==> src/rtl/keypad_pkg.sv <==
// Shared types and helpers for the keypad matrix responder.
//   state_e   : responder FSM states
//   ROWS_IDLE : row-line value when no key is asserted (active-low lines)
//   key_row   : row index field of a key code, bits [3:2]
//   key_col   : column index field of a key code, bits [1:0]
package keypad_pkg;

  typedef enum logic [2:0] {
    StIdle,
    StBounceIn,
    StHold,
    StBounceOut,
    StGap
  } state_e;

  localparam logic [3:0] ROWS_IDLE = 4'b1111;

  function automatic logic [1:0] key_row(input logic [3:0] code);
    return code[3:2];
  endfunction

  function automatic logic [1:0] key_col(input logic [3:0] code);
    return code[1:0];
  endfunction

endpackage

==> src/rtl/phase_timer.sv <==
// Loadable down-counter with a done flag.
//   clk, reset  : clock, synchronous active-high reset
//   load        : load load_value this cycle (wins over counting)
//   load_value  : cycles until done; a load of N raises done in the Nth cycle after the load
//   done        : high while the count sits at 1, i.e. in the last cycle of the loaded interval
module phase_timer #(
  parameter int unsigned WIDTH = 16
) (
  input  logic             clk,
  input  logic             reset,
  input  logic             load,
  input  logic [WIDTH-1:0] load_value,
  output logic             done
);

  logic [WIDTH-1:0] count_q;

  always_ff @(posedge clk) begin
    if (reset) begin
      count_q <= '0;
    end else if (load) begin
      count_q <= load_value;
    end else if (count_q != '0) begin
      count_q <= count_q - 1'b1;
    end
  end

  assign done = (count_q == WIDTH'(1));

endmodule

==> src/rtl/keypad_matrix_responder.sv <==
// Switch-side emulation of one key of a 4x4 active-low keypad matrix, including contact bounce.
// A command (key_code, hold_cycles) is accepted in IDLE; the responder then walks through
// press bounce, stable hold, release bounce and a mandatory idle gap, driving the selected
// row low whenever the emulated contact is closed and the scanner strobes the key's column.
// Build option: define KEYPAD_BOUNCE_EN for multi-phase bounce; otherwise each bounce stage
// lasts a single cycle.
// Ports:
//   clk, reset    : clock, synchronous active-high reset
//   columnas[3:0] : column strobes from the scanner, active-low
//   cmd_valid     : command request
//   cmd_ready     : command can be accepted (IDLE only, low the first cycle after reset)
//   key_code[3:0] : [3:2] row index, [1:0] column index
//   hold_cycles   : stable-contact duration, 0 treated as 1
//   abort         : single-cycle release request
//   filas[3:0]    : row lines to the scanner, active-low, registered
//   busy          : any state other than IDLE
//   contact       : current emulated contact state
//   press_count   : completed press-ins, wrapping
module keypad_matrix_responder
  import keypad_pkg::*;
#(
  parameter int unsigned BOUNCE_PERIOD = 16,
  parameter int unsigned BOUNCE_PHASES = 5,  // odd, so bounce-in ends closed and bounce-out open
  parameter int unsigned GAP_CYCLES    = 32,
  parameter int unsigned HOLD_W        = 16
) (
  input  logic              clk,
  input  logic              reset,
  input  logic [3:0]        columnas,
  input  logic              cmd_valid,
  output logic              cmd_ready,
  input  logic [3:0]        key_code,
  input  logic [HOLD_W-1:0] hold_cycles,
  input  logic              abort,
  output logic [3:0]        filas,
  output logic              busy,
  output logic              contact,
  output logic [7:0]        press_count
);

  // One timer serves bounce phases, hold and gap, so it must fit the widest of them.
  localparam int unsigned MaxFixed = (BOUNCE_PERIOD > GAP_CYCLES) ? BOUNCE_PERIOD : GAP_CYCLES;
  localparam int unsigned FixedW   = $clog2(MaxFixed + 1);
  localparam int unsigned TimerW   = (HOLD_W > FixedW) ? HOLD_W : FixedW;

  state_e            state_q, state_d;
  logic              cmd_ready_q;
  logic [3:0]        filas_q, filas_d;
  logic [7:0]        press_count_q;
  logic [3:0]        key_q;
  logic [HOLD_W-1:0] hold_q;
  logic              accept;
  logic              timer_load;
  logic [TimerW-1:0] timer_value;
  logic              timer_done;

`ifdef KEYPAD_BOUNCE_EN
  localparam int unsigned PhaseW = (BOUNCE_PHASES > 1) ? $clog2(BOUNCE_PHASES) : 1;
  localparam logic [PhaseW-1:0] LastPhase = PhaseW'(BOUNCE_PHASES - 1);

  logic [PhaseW-1:0] phase_q, phase_d;
  logic              last_phase;

  assign last_phase = (phase_q == LastPhase);
`endif

  assign accept = cmd_valid & cmd_ready_q;

  phase_timer #(
    .WIDTH(TimerW)
  ) u_timer (
    .clk       (clk),
    .reset     (reset),
    .load      (timer_load),
    .load_value(timer_value),
    .done      (timer_done)
  );

  // Next-state logic; timer loads happen on the edge that enters the timed interval.
  always_comb begin
    state_d     = state_q;
    timer_load  = 1'b0;
    timer_value = '0;
`ifdef KEYPAD_BOUNCE_EN
    phase_d     = phase_q;
`endif
    unique case (state_q)
      StIdle: begin
        if (accept) begin
          state_d = StBounceIn;
`ifdef KEYPAD_BOUNCE_EN
          timer_load  = 1'b1;
          timer_value = TimerW'(BOUNCE_PERIOD);
          phase_d     = '0;
`endif
        end
      end
      StBounceIn: begin
`ifdef KEYPAD_BOUNCE_EN
        if (timer_done) begin
          timer_load = 1'b1;
          if (last_phase) begin
            state_d     = StHold;
            timer_value = TimerW'(hold_q);
          end else begin
            phase_d     = phase_q + 1'b1;
            timer_value = TimerW'(BOUNCE_PERIOD);
          end
        end
`else
        state_d     = StHold;
        timer_load  = 1'b1;
        timer_value = TimerW'(hold_q);
`endif
      end
      StHold: begin
        if (timer_done) begin
          state_d = StBounceOut;
`ifdef KEYPAD_BOUNCE_EN
          timer_load  = 1'b1;
          timer_value = TimerW'(BOUNCE_PERIOD);
          phase_d     = '0;
`endif
        end
      end
      StBounceOut: begin
`ifdef KEYPAD_BOUNCE_EN
        if (timer_done) begin
          timer_load = 1'b1;
          if (last_phase) begin
            state_d     = StGap;
            timer_value = TimerW'(GAP_CYCLES);
          end else begin
            phase_d     = phase_q + 1'b1;
            timer_value = TimerW'(BOUNCE_PERIOD);
          end
        end
`else
        state_d     = StGap;
        timer_load  = 1'b1;
        timer_value = TimerW'(GAP_CYCLES);
`endif
      end
      StGap: begin
        if (timer_done) begin
          state_d = StIdle;
        end
      end
      default: begin
        state_d = StIdle;
      end
    endcase

    // Abort jumps straight to the gap from any active contact state.
    if (abort && (state_q == StBounceIn || state_q == StHold || state_q == StBounceOut)) begin
      state_d     = StGap;
      timer_load  = 1'b1;
      timer_value = TimerW'(GAP_CYCLES);
    end
  end

  // Contact alternates per phase: even phases closed on press, open on release.
  always_comb begin
    contact = 1'b0;
    unique case (state_q)
`ifdef KEYPAD_BOUNCE_EN
      StBounceIn:  contact = ~phase_q[0];
      StBounceOut: contact = phase_q[0];
`else
      StBounceIn:  contact = 1'b1;
      StBounceOut: contact = 1'b0;
`endif
      StHold:      contact = 1'b1;
      default:     contact = 1'b0;
    endcase
  end

  always_comb begin
    filas_d = ROWS_IDLE;
    filas_d[key_row(key_q)] = ~(contact & ~columnas[key_col(key_q)]);
  end

  always_ff @(posedge clk) begin
    if (reset) begin
      state_q       <= StIdle;
      cmd_ready_q   <= 1'b0;
      filas_q       <= ROWS_IDLE;
      press_count_q <= '0;
      key_q         <= '0;
      hold_q        <= HOLD_W'(1);
`ifdef KEYPAD_BOUNCE_EN
      phase_q       <= '0;
`endif
    end else begin
      state_q     <= state_d;
      cmd_ready_q <= (state_d == StIdle);
      filas_q     <= filas_d;
`ifdef KEYPAD_BOUNCE_EN
      phase_q     <= phase_d;
`endif
      if (accept) begin
        key_q  <= key_code;
        hold_q <= (hold_cycles == '0) ? HOLD_W'(1) : hold_cycles;
      end
      if (state_d == StHold && state_q != StHold) begin
        press_count_q <= press_count_q + 8'd1;
      end
    end
  end

  assign cmd_ready   = cmd_ready_q;
  assign busy        = (state_q != StIdle);
  assign filas       = filas_q;
  assign press_count = press_count_q;

endmodule

==> config.mk <==
export PLATFORM = sky130hd
export DESIGN_NAME = keypad_matrix_responder
export DESIGN_NICKNAME = d
export VERILOG_FILES = /design/src/rtl/keypad_pkg.sv /design/src/rtl/phase_timer.sv /design/src/rtl/keypad_matrix_responder.sv
export SDC_FILE = /design/constraint.sdc
export NUM_CORES = 1
export LEC_CHECK = 0
export CORE_AREA = 8 8 84 86
export CTS_CLUSTER_DIAMETER = 50
export DETAILED_ROUTE_END_ITERATION = 8
export DIE_AREA = 0 0 92 94
export GPL_TIMING_DRIVEN = 0
export PLACE_DENSITY = 0.68
export SLEW_MARGIN = 30
export SYNTH_ARGS = -nofsm -noshare
export SYNTH_HDL_FRONTEND = slang
export SYNTH_HIERARCHICAL = 1
export SYNTH_SLANG_ARGS = --single-unit
==> constraint.sdc <==
create_clock -name clk -period 4.1 [get_ports clk]
set_clock_uncertainty 0.2 [all_clocks]
set_input_delay 0.82 -clock clk [delete_from_list [all_inputs] [get_ports clk]]
set_output_delay 0.82 -clock clk [all_outputs]
set_load 0.05 [all_outputs]
==> flow_summary.json, run 1 <==
{
  "status": "complete, no violations",
  "cts_tree": "done",
  "combinational_family_with_the_most_area_after_synthesis": "simple AND/OR/NAND/NOR gates",
  "finish_stage_setup_viols": 0,
  "gp_congestion": 0.7878,
  "irDropWorstVdd_mv": 0.2648,
  "drt_first_pass_iters": 4,
  "synth_nets": 337,
  "drc": 0,
  "yosysMostFrequentCell": "sky130_fd_sc_hd__nand2_1",
  "reg2reg_setup_slack_ps": 1760,
  "dpl-instance-area_sq_um": 3030,
  "io-pin-count": 43,
  "grt_setup_unrepaired": "no",
  "synth_top_area_share_pct": 41.37,
  "worstSkewPairLatency_ps": 300,
  "design.die.area_sq_um": 8648,
  "hold_depth": 2,
  "reg2regPathDepth": 7,
  "dp_cells": 423,
  "data_arrival_time_of_the_critical_path_ps": 1980,
  "total_leakage_power_nw": 1.089,
  "core-area_sq_um": 5746,
  "detail_route.wirelength_microns": 6165,
  "clock_tree.buffer_depth": 2,
  "buffer_ports.inserted": 42,
  "yosys.area_share.simple_pct": 31.63,
  "first_pass_grt_wire_length_microns": 10180,
  "required_ps": 3080,
  "postSynthRegisterBits": 52,
  "finish.cell_count_without_fillers": 431,
  "critical_path.cell_chain": "clkbuf_1, or3_1, clkdlybuf4s50_1",
  "clock.fmax_mhz": 333.8,
  "via_count_of_the_routed_design": 2274,
  "global_route.overflow_total": 0,
  "fp.dieW_microns": 92,
  "fin_nets": 386,
  "ctsResizeCount": 0,
  "synthesis.area_per_instance_sq_um": 8.223,
  "holdBufCountCts": 0,
  "cts_root_buffer": "sky130_fd_sc_hd__clkbuf_8",
  "drive_gt1_share_pct": 6.180,
  "synth-adder-area-share_pct": 1.890,
  "wire_per_inst_microns": 14.30,
  "path_clk_slew_ps": 100,
  "drt_iter0_markers": 148,
  "timing.critical_path.fanout_max": 10,
  "max-slew-margin-rel_pct": 46.16,
  "seq_area_sq_um": 1041,
  "cell_at_the_slowest_stage_of_the_critical_path": "sky130_fd_sc_hd__clkdlybuf4s50_1",
  "final-hold-violation-count": 0,
  "setup_total_negative_slack_ps": 0,
  "synth_compound_gate_area_share_pct": 15.37,
  "route.detailed.vias_per_inst": 5.276,
  "h-tree-depth": 2,
  "synth_enable_flop_cells": 0,
  "max_stage_delay_ps": 800,
  "synthArstFlopShare_pct": 0,
  "grt_max_degree": 16,
  "dp.final_hpwl_microns": 4637,
  "dieHeight_microns": 94,
  "synth_cells": 306,
  "timing.critical_path.to_type": "output port",
  "initial_antenna_violation_count": 0,
  "synth.area.top_cells": "sky130_fd_sc_hd__dfxtp_1, sky130_fd_sc_hd__nand2_1, sky130_fd_sc_hd__a21oi_1",
  "gr-usage-all-layers_pct": 14.33,
  "period_share_pct": 73.06,
  "synth_warnings": 6,
  "yosysTopAreaCell": "sky130_fd_sc_hd__dfxtp_1",
  "report.final.slew_viol_count": 0,
  "design_area_sq_um": 3138,
  "yosysUniqueCellTypes": 48,
  "postLayoutCoreUtil_pct": 54.62,
  "antennaDiodeCount": 0,
  "synth_common_cells": "sky130_fd_sc_hd__nand2_1, sky130_fd_sc_hd__dfxtp_1, sky130_fd_sc_hd__a21oi_1",
  "muxShareOfSynthArea_pct": 2.138,
  "sequential_element_share_of_the_synthesized_area_pct": 41.37,
  "critical_path.startpoint_type": "flip-flop",
  "multi_input_comb_area_sq_um": 1354,
  "ys_dominant_reg_cell": "sky130_fd_sc_hd__dfxtp_1",
  "max_cap_viol_count": 0,
  "power_density_nw_per_um2": 561.0,
  "first_global_vias": 2114,
  "syn_area_sq_um": 2516,
  "cts_setup_buffers": 0,
  "synth_xor_area_share_pct": 2.785,
  "timing.final.crit_period_ps": 2996,
  "clock_sinks": 52,
  "initial_utilization_pct": 43.79,
  "nFillCells": 570,
  "worst-slew-pin-transition_ps": 801.0,
  "worst-setup-path-type": "reg2out",
  "antenna_left": 0,
  "syn_to_final_growth_pct": 24.71,
  "cts_inserted_buffers": 5,
  "placementRows": 28,
  "min_path_type": "reg2reg"
}
==> per-layer routing <==
layer | vias to the layer above | routed length [microns] | global-route usage (%) | part of all wire (%)
li1 | 1170 | - | - | -
met4 | 0 | 32 | 4.161 | 0.52
met5 | - | 0 | 0 | 0
met1 | 1055 | 3074 | 19.15 | 50
met3 | 2 | 252 | 3.277 | 4.1
met2 | 47 | 2805 | 22.41 | 45
==> path summary, 6_finish.rpt <==
check / from / endpoint
worst max-delay path: state_q[2]$_SDFF_PP0_ / busy
worst min-delay path: hold_q[15]$_SDFFE_PP0P_ / hold_q[15]$_SDFFE_PP0P_
worst max register to register: state_q[2]$_SDFF_PP0_ / u_timer/count_q[13]$_SDFFE_PP0P_
worst min register to register: hold_q[15]$_SDFFE_PP0P_ / hold_q[15]$_SDFFE_PP0P_
==> cell usage in the layout, fill, tap and decap left out, types with 2 or more instances in the layout <==
cell type                         instances
sky130_fd_sc_hd__nor4_1                   7
sky130_fd_sc_hd__clkbuf_8                 5
sky130_fd_sc_hd__o21ai_0                 11
sky130_fd_sc_hd__nand4_1                  5
sky130_fd_sc_hd__a211oi_1                 5
sky130_fd_sc_hd__ha_1                     3
sky130_fd_sc_hd__a21oi_1                 32
sky130_fd_sc_hd__buf_6                    2
sky130_fd_sc_hd__clkdlybuf4s50_1         42
sky130_fd_sc_hd__or4b_1                   3
sky130_fd_sc_hd__nor3_1                   8
sky130_fd_sc_hd__xor2_1                   2
sky130_fd_sc_hd__nor4_2                   2
sky130_fd_sc_hd__or3_1                    6
sky130_fd_sc_hd__or4_1                    6
sky130_fd_sc_hd__a221oi_1                 3
sky130_fd_sc_hd__and2_1                  16
sky130_fd_sc_hd__nand2_1                 57
sky130_fd_sc_hd__o31a_1                   2
sky130_fd_sc_hd__inv_1                   13
sky130_fd_sc_hd__nand3_1                  5
sky130_fd_sc_hd__o31ai_1                  2
sky130_fd_sc_hd__dfxtp_1                 52
sky130_fd_sc_hd__mux2i_1                  2
sky130_fd_sc_hd__clkbuf_1                13
sky130_fd_sc_hd__xnor2_1                  6
sky130_fd_sc_hd__nor2_1                  21
==> layout make-up <==
cell class / instances / area share (%)
multi-input combinational: 226 / 43.14
tap: 75 / 2.990
clock buffer: 6 / 2.313
timing repair buffer: 42 / 13.40
buffer: 15 / 2.313
inverter: 13 / 1.555
clock inverter: 2 / 1.116
sequential: 52 / 33.17
==> power breakdown <==
| group | leakage (nW) | internal [W] | switching (W) |
|---|---|---|---|
| registers | 0.424 | 0.000596 | 0.000104 |
| clock network | 0.0552 | 0.000181 | 0.000166 |
| logic | 0.610 | 0.000306 | 0.000406 |
| total | 1.09 | 0.00108 | 0.000677 |
==> metrics by stage <==
step | power, W | hold WS [ps] | worst slack (ps)
final | 0.001760 | 255.3 | 1104
after global routing | 0.001885 | 268.2 | 1034
after CTS | 0.001761 | 256.6 | 1082
after detailed placement | 0.001413 | 243.1 | 958.7
after global placement | 0.001401 | 237.2 | 999.8
after floorplan | 0.001239 | 231.7 | 1764
==> registers in the layout, summed over array words and instances, names as in the netlist <==
signal	cells
state_q	3
key_q	4
press_count	8
u_timer/count_q	16
cmd_ready	1
filas	4
hold_q	16
==> cell families after synthesis <==
family / after synthesis
compound gates: 63
xor+xnor: 8
buf+inv: 28
simple gates: 147
fa+ha+maj: 4
mux: 4
flops: 52
==> critical path, delay by kind of cell (launching register included) <==
| family | cells | cell delay, ps |
|---|---|---|
| DFF | 1 | 330 |
| buffers and inverters | 2 | 1150 |
| and+or+nand+nor | 1 | 190 |
(Power assumes the default switching activity.)
==> run 2, diff against run 1 <==
==> constraint.sdc (replaced) <==
create_clock -name clk -period 2.94 [get_ports clk]
set_clock_uncertainty 0.2 [all_clocks]
set_input_delay 0.588 -clock clk [delete_from_list [all_inputs] [get_ports clk]]
set_output_delay 0.588 -clock clk [all_outputs]
set_load 0.05 [all_outputs]
==> results of run 2 <==
The final DEF is identical to that of run 1. Status: complete, no violations.
Main changes from that run: setup slack after placement 958.7 ps -> 30.69 ps; setup slack after layout 1104 ps -> 176.4 ps; register-to-register setup slack 1760 ps -> 600 ps; total power 0.001760 W -> 0.002455 W; worst IR drop on VDD 0.2648 mV -> 0.3693 mV
==> run 3, diff against run 2 <==
--- a/config.mk
+++ b/config.mk
@@ -11,7 +11,6 @@
 export DIE_AREA = 0 0 92 94
 export GPL_TIMING_DRIVEN = 0
 export PLACE_DENSITY = 0.68
-export SLEW_MARGIN = 30
 export SYNTH_ARGS = -nofsm -noshare
 export SYNTH_HDL_FRONTEND = slang
 export SYNTH_HIERARCHICAL = 1
==> results of run 3 <==
The final DEF is identical to that of run 1. Status: complete, no violations.
Main changes from that run: setup slack after placement 958.7 ps -> 30.69 ps; setup slack after layout 1104 ps -> 176.4 ps; register-to-register setup slack 1760 ps -> 600 ps; total power 0.001760 W -> 0.002455 W; worst IR drop on VDD 0.2648 mV -> 0.3693 mV
